[config.mk]
export PLATFORM = sky130hd
export DESIGN_NAME = phy_rx_serial_paralelo
export DESIGN_NICKNAME = d
export VERILOG_FILES = /design/src/rtl/phy_rx_serial_paralelo.sv
export SDC_FILE = /design/constraint.sdc
export NUM_CORES = 1
export LEC_CHECK = 0
export CAP_MARGIN = 20
export CORE_ASPECT_RATIO = 0.9
export CORE_MARGIN = 5
export CORE_UTILIZATION = 48
export CTS_BUF_LIST = sky130_fd_sc_hd__clkbuf_8 sky130_fd_sc_hd__clkbuf_16
export DETAILED_ROUTE_END_ITERATION = 12
export PLACE_DENSITY_LB_ADDON = 0.1
export SYNTH_ARGS = -nofsm -noshare
export SYNTH_HDL_FRONTEND = slang
export SYNTH_SLANG_ARGS = --single-unit
[constraint.sdc]
create_clock -name clk -period 1.6 [get_ports clk]
set_input_delay 0.48 -clock clk [delete_from_list [all_inputs] [get_ports clk]]
set_output_delay 0.48 -clock clk [all_outputs]
set_load 0.01 [all_outputs]
[src/rtl/phy_rx_serial_paralelo.sv]
// phy_rx_serial_paralelo: comma-aligned 1-bit MSB-first to byte receiver.
// Latency: a byte lands on data_out at the edge sampling its LSB; byte_strobe is high the following cycle.
// Backpressure: none; one byte slot every 8 bit clocks, the downstream lane demux must keep pace.
// Ports: clk serial bit clock; reset_L async active-low reset; data_in serial bit;
//   active link locked; data_out last complete byte; valid_out byte is payload (not comma);
//   byte_strobe one-cycle update pulse; rx_byte_cnt saturating payload-byte count
//   (present only when RX_BYTE_COUNT_EN is defined).
module phy_rx_serial_paralelo #(
  parameter logic [7:0] BC_CHAR     = 8'hBC,
  parameter int         BC_REQUIRED = 4      // legal range 1..15
) (
  input  logic        clk,
  input  logic        reset_L,
  input  logic        data_in,
  output logic        active,
  output logic [7:0]  data_out,
  output logic        valid_out,
  output logic        byte_strobe
`ifdef RX_BYTE_COUNT_EN
  ,
  output logic [15:0] rx_byte_cnt
`endif
);

  localparam logic [1:0] SEARCH  = 2'd0;
  localparam logic [1:0] ALIGNED = 2'd1;
  localparam logic [1:0] ACTIVE  = 2'd2;

  localparam logic [3:0] BC_REQ = 4'(BC_REQUIRED);

  logic [1:0] state;
  logic [7:0] sr;
  logic [2:0] bit_cnt;
  logic [3:0] bc_cnt;

  logic [7:0] nxt;
  logic       byte_done;
  logic       is_comma;

  // Window including the bit being sampled this edge.
  assign nxt       = {sr[6:0], data_in};
  assign byte_done = (bit_cnt == 3'd7);
  assign is_comma  = (nxt == BC_CHAR);

  always_ff @(posedge clk or negedge reset_L) begin
    if (!reset_L) begin
      state       <= SEARCH;
      sr          <= 8'h00;
      bit_cnt     <= 3'd0;
      bc_cnt      <= 4'd0;
      active      <= 1'b0;
      data_out    <= 8'h00;
      valid_out   <= 1'b0;
      byte_strobe <= 1'b0;
    end else begin
      sr          <= nxt;
      byte_strobe <= 1'b0;
      case (state)
        SEARCH: begin
          // Hunt bit-by-bit; a match at any offset becomes the candidate alignment.
          bit_cnt <= 3'd0;
          if (is_comma) begin
            bc_cnt <= 4'd1;
            if (BC_REQ == 4'd1) begin
              state  <= ACTIVE;
              active <= 1'b1;
            end else begin
              state <= ALIGNED;
            end
          end
        end
        ALIGNED: begin
          bit_cnt <= bit_cnt + 3'd1;
          if (byte_done) begin
            if (is_comma) begin
              bc_cnt <= bc_cnt + 4'd1;
              if ((bc_cnt + 4'd1) == BC_REQ) begin
                state  <= ACTIVE;
                active <= 1'b1;
              end
            end else begin
              // False alignment: drop it and resume the bitwise hunt.
              state  <= SEARCH;
              bc_cnt <= 4'd0;
            end
          end
        end
        ACTIVE: begin
          // No loss-of-lock detection; only reset leaves this state.
          bit_cnt <= bit_cnt + 3'd1;
          if (byte_done) begin
            data_out    <= nxt;
            valid_out   <= !is_comma;
            byte_strobe <= 1'b1;
          end
        end
        default: begin
          state   <= SEARCH;
          bit_cnt <= 3'd0;
          bc_cnt  <= 4'd0;
        end
      endcase
    end
  end

`ifdef RX_BYTE_COUNT_EN
  // Payload bytes only; sticks at all-ones rather than wrapping.
  always_ff @(posedge clk or negedge reset_L) begin
    if (!reset_L) begin
      rx_byte_cnt <= 16'h0000;
    end else if ((state == ACTIVE) && byte_done && !is_comma &&
                 (rx_byte_cnt != 16'hFFFF)) begin
      rx_byte_cnt <= rx_byte_cnt + 16'd1;
    end
  end
`endif

endmodule
Word level (Yosys, flattened, before mapping):

Index checks and enable logic that the tools add are counted.

* register bits: 27
* input port bits: 3
* logic and storage cells: 38

* $add $sub $neg: 2
* equality and inequality tests: 8
* multiplexer cells: 12
* bitwise operators: 1
* reductions and logical operators: 7

Operator list (number)
* 4-bit 2-to-1 mux: 3
* 4-bit case mux with 3 select lines: 1
* 8-bit == test (second input constant): 1
* 2-bit 2-to-1 mux: 4
* 4-bit AND reduction: 2
* 2-bit case mux with 3 select lines: 1
* 4-bit by 1-bit adder with 4-bit output (second input constant): 1
* 4-bit by 3-bit == test with 1-bit output (second input constant): 1
* 2-bit != test (second input constant): 2
* 3-bit by 1-bit adder with 3-bit output (second input constant): 1
* 3-bit == test (second input constant): 1
* 3-bit 2-to-1 mux: 1
* 3-bit != test (second input constant): 1
* 3-bit AND reduction: 1
* 2-bit by 1-bit == test with 1-bit output (second input constant): 1
* 2-bit == test (second input constant): 1
* 2-bit zero test: 1
* 1-bit 2-to-1 mux: 2
* 2-bit AND reduction: 1
* 2-bit OR reduction: 1
* 1-bit zero test: 1
* 1-bit NOT: 1

Longest topological paths before layout:

Gate-level depths: netlist (run 1).

* word-level depth: 6
* depth in mapped cells: 6
* gate-level depth less buffers: 6

Worst setup path after synthesis (run 1):

OpenSTA, ideal clock, no wires.

* kind: input to register
* start: in data_in
* end: reg state[0]
* setup time: 0.080 ns
* arrival: 1.654 ns
* required time: 1.520 ns
* path slack: -0.134 ns
* stages: 4
* buffers on the path: 0
* cells stage by stage: or4b_4 or2_1 a2111o_1 o211ai_2

* longest elaborated chain between the ends: 4
* elaborated cells on any way between the ends: 7
* classes of those cells: eq/ne (3); mux (3); reduce/logical (1)

RTL lines
* start, declared: RTL line 14 `input logic data_in,`
* 8-bit == test *: RTL line 43 `assign is_comma = (nxt == BC_CHAR);`
* 2-bit 2-to-1 mux: RTL line 75 `if (is_comma) begin`
* 2-bit 2-to-1 mux: RTL line 74 `if (byte_done) begin`
* 2-bit case mux with 3 select lines: RTL line 58 `case (state)`
* end signal, assigned: RTL line 47 `state <= SEARCH;`
* end signal, assigned: RTL line 65 `state <= ACTIVE;`
* end signal, assigned: RTL line 78 `state <= ACTIVE;`
* end, declared: RTL line 31 `logic [1:0] state;`

Mark *: on every way between the ends. The rest lies on a longest branch, timed or not. The select of a mux whose other input is x is not followed.
A chain may end at the register's enable or synchronous reset.

Worst setup path after layout (run 1):

* start: reg sr[5]
* end: reg bc_cnt[3]

* longest elaborated chain between the ends: 4
* elaborated cells on any way between the ends: 6
* classes of those cells: eq/ne (2); mux (3); reduce/logical (1)

RTL lines
* start, declared: RTL line 32 `logic [7:0] sr;`
* start signal, assigned: RTL line 56 `sr <= nxt;`
* 8-bit == test *: RTL line 43
* 4-bit 2-to-1 mux: RTL line 75
* 4-bit 2-to-1 mux: RTL line 74
* 4-bit case mux with 3 select lines: RTL line 58
* end signal, assigned: RTL line 76 `bc_cnt <= bc_cnt + 4'd1;`
* end, declared: RTL line 34 `logic [3:0] bc_cnt;`

Marks and branches as above.

==> results of run 1 <==
layer usage:
| layer | global-route usage [%] | routed length [um] |
|---|---|---|
| met5 | 0 | 0 |
| met4 | 2.73 | 14 |
| met3 | 4.60 | 98 |
| met2 | 20.3 | 906 |
| met1 | 18.3 | 918 |
path summary, 6_finish.rpt:
check / endpoint / startpoint / cells past startpoint
min in group asynchronous: bc_cnt[0] / reset_L / 2
max in group asynchronous: state[1] / reset_L / 2
setup / recovery: bc_cnt[3] / sr[5] / 4
setup reg to reg: bc_cnt[3] / sr[5] / 4
hold / removal: sr[2] / sr[1] / 0
hold reg to reg: sr[2] / sr[1] / 0
cell families (layout without fill, tap and decap cells):
group           count (synthesis)  after routing  synth area share (%)
fa+ha+maj                       7              7                  7.53
simple gates                   20             20                  10.8
mux                             8              8                  7.75
buf+inv                         7             37                  2.26
flops                          27             27                  58.1
compound gates                 20             20                  13.6
worst max-delay path: cells and delay by family (launching register included):
family	cells	cell delay, ns
compound gates	2	0.29
flops	1	0.40
simple gates	2	0.98
power groups by stage:
stage	combinational, mW	sequential [mW]	clock [mW]
floorplan	0.0748	0.751	0
global placement	0.161	0.749	0
detailed placement	0.162	0.750	0
CTS	0.161	0.737	0.400
global route	0.182	0.743	0.432
finish	0.159	0.737	0.380
state kept, by name (all words and copies together), names as in the netlist:
register     count
valid_out        1
byte_strobe      1
bit_cnt          3
sr               7
active           1
data_out         8
state            2
bc_cnt           4
synthesized netlist by cell type:
library cell,instances
sky130_fd_sc_hd__a41oi_1,1
sky130_fd_sc_hd__inv_1,6
sky130_fd_sc_hd__or2_1,1
sky130_fd_sc_hd__and3_1,1
sky130_fd_sc_hd__nand3_1,2
sky130_fd_sc_hd__nand4_1,2
sky130_fd_sc_hd__o32a_1,1
sky130_fd_sc_hd__ha_1,7
sky130_fd_sc_hd__and2_1,2
sky130_fd_sc_hd__dfrtp_1,27
sky130_fd_sc_hd__a21boi_0,1
sky130_fd_sc_hd__o21ai_1,1
sky130_fd_sc_hd__and3b_1,1
sky130_fd_sc_hd__o2bb2ai_1,2
sky130_fd_sc_hd__or4b_4,1
sky130_fd_sc_hd__nor2b_1,1
sky130_fd_sc_hd__or3_4,1
sky130_fd_sc_hd__nand2_1,2
sky130_fd_sc_hd__a2111o_1,1
sky130_fd_sc_hd__a21o_1,1
sky130_fd_sc_hd__a21oi_1,4
sky130_fd_sc_hd__o21ai_0,3
sky130_fd_sc_hd__nor2_1,3
sky130_fd_sc_hd__mux2_2,8
sky130_fd_sc_hd__a31o_1,1
sky130_fd_sc_hd__o211ai_2,3
sky130_fd_sc_hd__nand2b_1,3
sky130_fd_sc_hd__clkbuf_1,1
sky130_fd_sc_hd__o32ai_1,1
layout make-up:
| class | count | area (um2) | share of cell area (%) |
|---|---|---|---|
| Sequential cell | 27 | 676 | 45.6 |
| Multi-Input combinational cell | 55 | 464 | 31.4 |
| Timing Repair Buffer | 27 | 234 | 15.8 |
| Clock buffer | 3 | 41.3 | 2.79 |
| Tap cell | 28 | 35.0 | 2.37 |
| Inverter | 6 | 22.5 | 1.52 |
| Clock inverter | 1 | 7.51 | 0.507 |
through the flow:
stage | area (um2) | hold WS, ns
2_1_floorplan | 1170 | 0.184
5_1_grt | 1480 | 0.428
3_5_place_dp | 1450 | 0.384
4_1_cts | 1480 | 0.409
3_3_place_gp | 1450 | 0.381
6_report | 1480 | 0.404
cells in the final DEF, fill, tap and decap left out, drive strengths merged:
| master | n |
|---|---|
| a2111o | 1 |
| a21boi | 1 |
| a21o | 1 |
| a21oi | 4 |
| a31o | 1 |
| a41oi | 1 |
| and2 | 2 |
| and3 | 1 |
| and3b | 1 |
| buf | 14 |
| clkbuf | 3 |
| clkdlybuf4s15 | 1 |
| clkdlybuf4s50 | 1 |
| clkinvlp | 1 |
| dfrtp | 27 |
| dlygate4sd2 | 11 |
| ha | 7 |
| inv | 6 |
| mux2 | 8 |
| nand2 | 2 |
| nand2b | 3 |
| nand3 | 2 |
| nand4 | 2 |
| nor2 | 3 |
| nor2b | 1 |
| o211ai | 3 |
| o21ai | 4 |
| o2bb2ai | 2 |
| o32a | 1 |
| o32ai | 1 |
| or2 | 1 |
| or3 | 1 |
| or4b | 1 |
what timing repair did:
item                       4_1_cts  5_1_grt
pin swaps                        3        1
cloned                           0        0
resized for setup               13        0
setup endpoints to repair       19        8
==> reports/metrics.yaml, run 1 <==
cts:
  cts_setup_buffers: 0
  clock_tree.htree_level_count: 1
  clock-root-buffer: "sky130_fd_sc_hd__clkbuf_8"
  clk-insertion-delay-late_ns: 0.27
  clock-sinks: 27
  clock_path_buffers: 2
  cts_inserted_buffers: 3
  quantity_of_hold_fixing_buffers_added_after_cts: 0
  clkSlewWorstSetupHoldPaths_ns: 0.09
  cts_tree: "yes"
sta:
  pin_slew_with_the_least_headroom_to_its_limit_ns: 0.337
  timing.final.crit_period_ns: 1.74
  hold_violations: 0
  fin_ws_ns: -0.143
  maxSlewHeadroom_pct: 77.5
  timing.final.crit_share_pct: 109
  rsz0062_at_grt: "yes"
  timing.clock.skew_ns: 0.00652
  fin_tns_setup_ns: -0.508
  fmax_mhz: 574
  timing_max_transition_violations_final: 0
  setup_viol: 7
final_layout:
  fillers: 202
  proportion_of_layout_cells_with_a_drive_suffix_above_1_pct: 26.9
  diodes: 0
  fin_util_pct: 62.1
  synth_to_layout_area_growth_pct: 27.3
  fin_nets: 130
  finished_layout_cells: 147
global_routing:
  grt_start_max_net_pins: 28
  grt_overflow_total: 0
  grt_first_pass_wirelength_um: 3550
  first_global_vias: 805
  grt.total_usage_pct: 13.4
  initial_antenna_violation_count: 0
pwr:
  p_switching_uw: 309
  p_leak_nw: 0.750
  share_of_total_power_in_combinational_logic_pct: 12.5
  p_clk_share_pct: 29.8
  irDropWorstVdd_mv: 0.876
  power_density_mw_per_mm2: 862
  sw_frac_of_total_pct: 24.2
  total_power_mw: 1.28
  seq_pwr_share_pct: 57.7
  internal_power_uw: 967
setup_path:
  timing.critical_path.slowest_cell_delay_ns: 0.56
  crit_path_end_kind: "flip-flop"
  crit_arrival_ns: 1.94
  critical_path_required_ns: 1.80
  critPathKind: "reg2reg"
  timing.critical_path.from_type: "flip-flop"
  path_max_fanout: 5
  r2r_slack_ns: -0.14
  crit_path_cell_trace: "or4b_4 -> or3_4 -> o211ai_2 -> o2bb2ai_1"
  slowest_cell_on_crit_path: "sky130_fd_sc_hd__or4b_4"
floorplan:
  io_pins: 14
  floorplan.die_area_mm2: 0.00351
  rows: 17
  die-width_um: 61.9
  die_h_um: 56.7
  starting_density_pct: 48.8
  core_area_mm2: 0.00238
route:
  via_count: 761
  antenna_nets_post_route: 0
  avgRoutedWirePerCell_um: 13.2
  routed_via_density: 5.18
  wl_um: 1940
  drt-pass1-iter-count: 3
  detailedRoute.firstIterationViolations: 26
  drc_errors: 0
synth:
  post_syn_area_mm2: 0.00116
  post_synth_main_area_contributors: "sky130_fd_sc_hd__dfrtp_1 58%, sky130_fd_sc_hd__mux2_2 7.8%, sky130_fd_sc_hd__ha_1 7.5%"
  ys_seq_elements: 27
  yosysUniqueCellTypes: 29
  synth_largest_type_area_fraction_pct: 58.1
  ys.warnings.count: 0
  postSynthNetCount: 99
  postSynthCellCount: 89
  synth_area_per_cell_um2: 13.1
  synthDominantAreaCellType: "sky130_fd_sc_hd__dfrtp_1"
  seq_area_frac_synth_pct: 58.1
place:
  place.detailed.instances: 143
  dp_hpwl_um: 1450
  io_buffers: 13
  place_congestion: 0.845
  pre_cts_slack_ns: -0.621
run:
  drv_cap: 0
worst_hold_path:
  tightest_hold_check_type: "reg2reg"
status:
  outcome: "finished, violations left"
  failed_checks: "negative setup slack"
Power figures use the tool's default switching activity.
==> run 2, diff against run 1 <==
--- a/config.mk
+++ b/config.mk
@@ -12,6 +12,7 @@
 export CTS_BUF_LIST = sky130_fd_sc_hd__clkbuf_8 sky130_fd_sc_hd__clkbuf_16
 export DETAILED_ROUTE_END_ITERATION = 12
 export PLACE_DENSITY_LB_ADDON = 0.1
+export SKIP_LAST_GASP = 1
 export SYNTH_ARGS = -nofsm -noshare
 export SYNTH_HDL_FRONTEND = slang
 export SYNTH_SLANG_ARGS = --single-unit
==> results of run 2 <==
Same layout as run 1: the final DEF is identical, and so are final timing and power.
==> run 3, diff against run 2 <==
--- a/config.mk
+++ b/config.mk
@@ -5,6 +5,7 @@
 export SDC_FILE = /design/constraint.sdc
 export NUM_CORES = 1
 export LEC_CHECK = 0
+export ABC_AREA = 1
 export CAP_MARGIN = 20
 export CORE_ASPECT_RATIO = 0.9
 export CORE_MARGIN = 5
==> run 3 against run 2 <==
Sequential share of layout area is 2.6 points higher. The run now ends clean. First-iteration DRC count is 19% higher. Die area is 1.7% higher. Flip-flop and latch count stayed put.
==> reports/metrics.yaml, run 3 <==
cts:
  clock_tree.htree_level_count: 1  # unchanged
  clk-insertion-delay-late_ns: 0.26  # about the same
  clkSlewWorstSetupHoldPaths_ns: 0.08  # about the same
  clock-sinks: 27  # unchanged
  clock-root-buffer: "sky130_fd_sc_hd__clkbuf_8"
  cts_tree: "yes"
  cts_inserted_buffers: 3  # unchanged
  clock_path_buffers: 2  # unchanged
  cts_setup_buffers: 0  # unchanged
place:
  io_buffers: 13  # unchanged
  dp_hpwl_um: 1430  # -1.6%
  place_congestion: 0.780  # -7.6%
  pre_cts_slack_ns: -0.150  # +0.471 ns
pwr:
  p_switching_uw: 424  # +38%
  power_density_mw_per_mm2: 1040  # +20%
  seq_pwr_share_pct: 54.8  # -2.9 points
  sw_frac_of_total_pct: 29.3  # +5.1 points
  share_of_total_power_in_combinational_logic_pct: 20.7  # +8.2 points
  total_power_mw: 1.45  # +14%
  p_leak_nw: 0.759  # +1.3%
  irDropWorstVdd_mv: 0.782  # -11%
  internal_power_mw: 1.03  # +6.1%
  p_clk_share_pct: 24.5  # -5.3 points
global_routing:
  grt_start_max_net_pins: 28  # unchanged
  first_global_vias: 840  # +4.3%
  grt.total_usage_pct: 12.0  # -1.3 points
  grt_first_pass_wirelength_um: 3470  # -2.3%
  grt_overflow_total: 0  # unchanged
  initial_antenna_violation_count: 0  # unchanged
synth:
  synth-main-ff-cell: "sky130_fd_sc_hd__dfrtp_1"
  ys.warnings.count: 0  # unchanged
  synth-async-reset-ratio_pct: 100  # unchanged
  ys_top_cells_by_count: "36 x sky130_fd_sc_hd__nand2_1, 27 x sky130_fd_sc_hd__dfrtp_1, 13 x sky130_fd_sc_hd__inv_1, 7 x sky130_fd_sc_hd__ha_1, 7 x sky130_fd_sc_hd__nand2_2"
  synth_area_per_cell_um2: 9.80  # -25%
  post_synth_main_area_contributors: "sky130_fd_sc_hd__dfrtp_1 57%, sky130_fd_sc_hd__nand2_1 11%, sky130_fd_sc_hd__ha_1 7.4%"
  synth_enable_flop_cells: 0  # unchanged
  seq_area_frac_synth_pct: 57.0  # -1.2 points
  synthDominantAreaCellType: "sky130_fd_sc_hd__dfrtp_1"
  postSynthCellCount: 121  # +36%
  yosysUniqueCellTypes: 19  # -34%
  synth_largest_type_area_fraction_pct: 57.0  # -1.2 points
  postSynthNetCount: 131  # +32%
  yosys.cell_count.top_type: "sky130_fd_sc_hd__nand2_1"
  ys_seq_elements: 27  # unchanged
  post_syn_area_mm2: 0.00119  # +2.0%
final_layout:
  most-common-layout-cells: "36 x sky130_fd_sc_hd__nand2_1, 27 x sky130_fd_sc_hd__dfrtp_1, 14 x sky130_fd_sc_hd__inv_1"
  largest_register_ffs: 8  # unchanged
  fin_nets: 151  # +16%
  synth_to_layout_area_growth_pct: 18.0
  multi_input_area_um2: 445  # -4.0%
  fillers: 230  # +14%
  area.sequential_um2: 676  # unchanged
  max_flop_register: "data_out"
  layout_top_registers: "data_out x8, sr x7, bc_cnt x4"
  final_common_cell: "sky130_fd_sc_hd__nand2_1"
  proportion_of_layout_cells_with_a_drive_suffix_above_1_pct: 17.9  # -9.0 points
  diodes: 0  # unchanged
setup_path:
  critical_path_required_ns: 1.76  # -0.04 ns
  crit_path_cell_trace: "clkdlybuf4s50_1 -> inv_1 -> nand2_1 -> nor2_4 -> nand3_2 -> nand2_4 -> nand2_2 -> nand2_1 -> nand2_1"
  cp-startpoint: "data_in"
  timing.critical_path.from_type: "primary input"
  r2r_slack_ns: 0.15  # +0.29 ns
  timing.critical_path.mode_cell: "sky130_fd_sc_hd__nand2_1"
  r2r_start: "bit_cnt[0]"
  critPathKind: "in2reg"
  crit_arrival_ns: 1.63  # -0.31 ns
  timing.critical_path.slowest_cell_delay_ns: 0.42  # -0.14 ns
  slowest_cell_on_crit_path: "sky130_fd_sc_hd__clkdlybuf4s50_1"
  path_max_fanout: 9  # +4
  crit_path_end_kind: "flip-flop"
status:
  outcome: "finished, final reports clean"
floorplan:
  core_area_mm2: 0.00240  # +0.89%
  rows: 17  # unchanged
  die-width_um: 62.4  # +0.86%
  floorplan.die_area_mm2: 0.00357  # +1.7%
  io_pins: 14  # unchanged
  starting_density_pct: 49.3  # +0.56 points
  die_h_um: 57.2  # +0.84%
sta:
  pin_slew_with_the_least_headroom_to_its_limit_ns: 0.325  # -0.0125 ns
  timing_max_transition_violations_final: 0  # unchanged
  rsz0062_at_grt: "no"
  timing.final.crit_share_pct: 92.0  # -17 points
  setup_viol: 0  # -7
  hold_violations: 0  # unchanged
  fin_ws_ns: 0.128  # +0.271 ns
  timing.clock.skew_ns: 0.000902  # -0.00561 ns
  maxSlewHeadroom_pct: 78.4  # +0.83 points
  fmax_mhz: 679  # +18%
  timing.final.crit_period_ns: 1.47  # -0.271 ns
route:
  wl_um: 1830  # -5.4%
  detailedRoute.firstIterationViolations: 31  # +19%
  drt-pass1-iter-count: 4  # +1
  drc_errors: 0  # unchanged
  via_count: 785  # +3.2%
  avgRoutedWirePerCell_um: 10.9  # -17%
  antenna_nets_post_route: 0  # unchanged
  routed_via_density: 4.67  # -9.7%
worst_hold_path:
  tightest_hold_check_type: "reg2reg"
  hold_path_startpoint: "sr[0]"
run:
  drv_cap: 0  # unchanged
run 3: cell types whose count changed in the layout (fill, tap and decap cells not counted), sizes merged, moves of 2 or more:
cell,delta
a21oi,-4
inv,+11
mux2,-7
and2,-2
buf,-11
nand3,+4
nor2,+7
o211ai,-3
nand2,+42
o21ai,+2
nand2b,-3
o2bb2ai,-2
run 3: worst paths after layout:
kind,to,depth (start not counted)
setup / recovery,state[0],9
hold / removal,sr[1],0
setup reg to reg,bc_cnt[0],8
hold reg to reg,sr[1],0
max in group asynchronous,bit_cnt[1],2
min in group asynchronous,data_out[5],2
run 3: repair_timing:
action | CTS | global route
resized for setup | 11 | 0
hold endpoints to repair | 0 | 0
hold buffers | 0 | 0
setup endpoints to repair | 11 | 0
run 3: layer usage:
metal	global-route usage (%)	share of wire [%]	vias up
met1	15.6	49	364
met3	3.74	4.3	2
met5	0	0	-
met4	3.64	1.0	0
li1	-	-	406
met2	19.5	45	13
run 3: area by class of cell:
type                            count  share of cell area [%]
Sequential cell                    27                    48.3
Multi-Input combinational cell     77                    31.8
Timing Repair Buffer               16                    9.92
Inverter                           16                    4.29
Clock buffer                        3                    2.95
Tap cell                           28                    2.50
Clock inverter                      1                   0.268
run 3: worst max-delay path, delay by kind of cell:
family / cells / cell delay [ns]
buf+inv: 2 / 0.49
simple gates: 7 / 0.66
run 3: power by group through the flow:
stage / sequential, mW / clock, mW / combinational (mW)
after floorplan: 0.795 / 0 / 0.243
after global placement: 0.803 / 0 / 0.294
after detailed placement: 0.810 / 0 / 0.305
after CTS: 0.795 / 0.376 / 0.306
after global routing: 0.803 / 0.402 / 0.344
final: 0.795 / 0.355 / 0.301
run 3: logic make-up after synthesis:
family	synth area share, %
buffers and inverters	5.49
DFF	57.0
and+or+nand+nor	25.4
adders and majority gates	7.38
AOI/OAI and AO/OA	3.80
muxes	0.949
run 3: through the flow:
step           instances  hold WS (ns)  TNS (ns)  utilization, %  cell area (um2)
6_report             168         0.384         0            58.3             1400
5_1_grt              168         0.408         0            58.3             1400
4_1_cts              168         0.385         0            58.3             1400
3_5_place_dp         164         0.364    -0.677            56.9             1370
3_3_place_gp         164         0.368    -0.318            56.9             1370
2_1_floorplan        121         0.184         0               -             1190
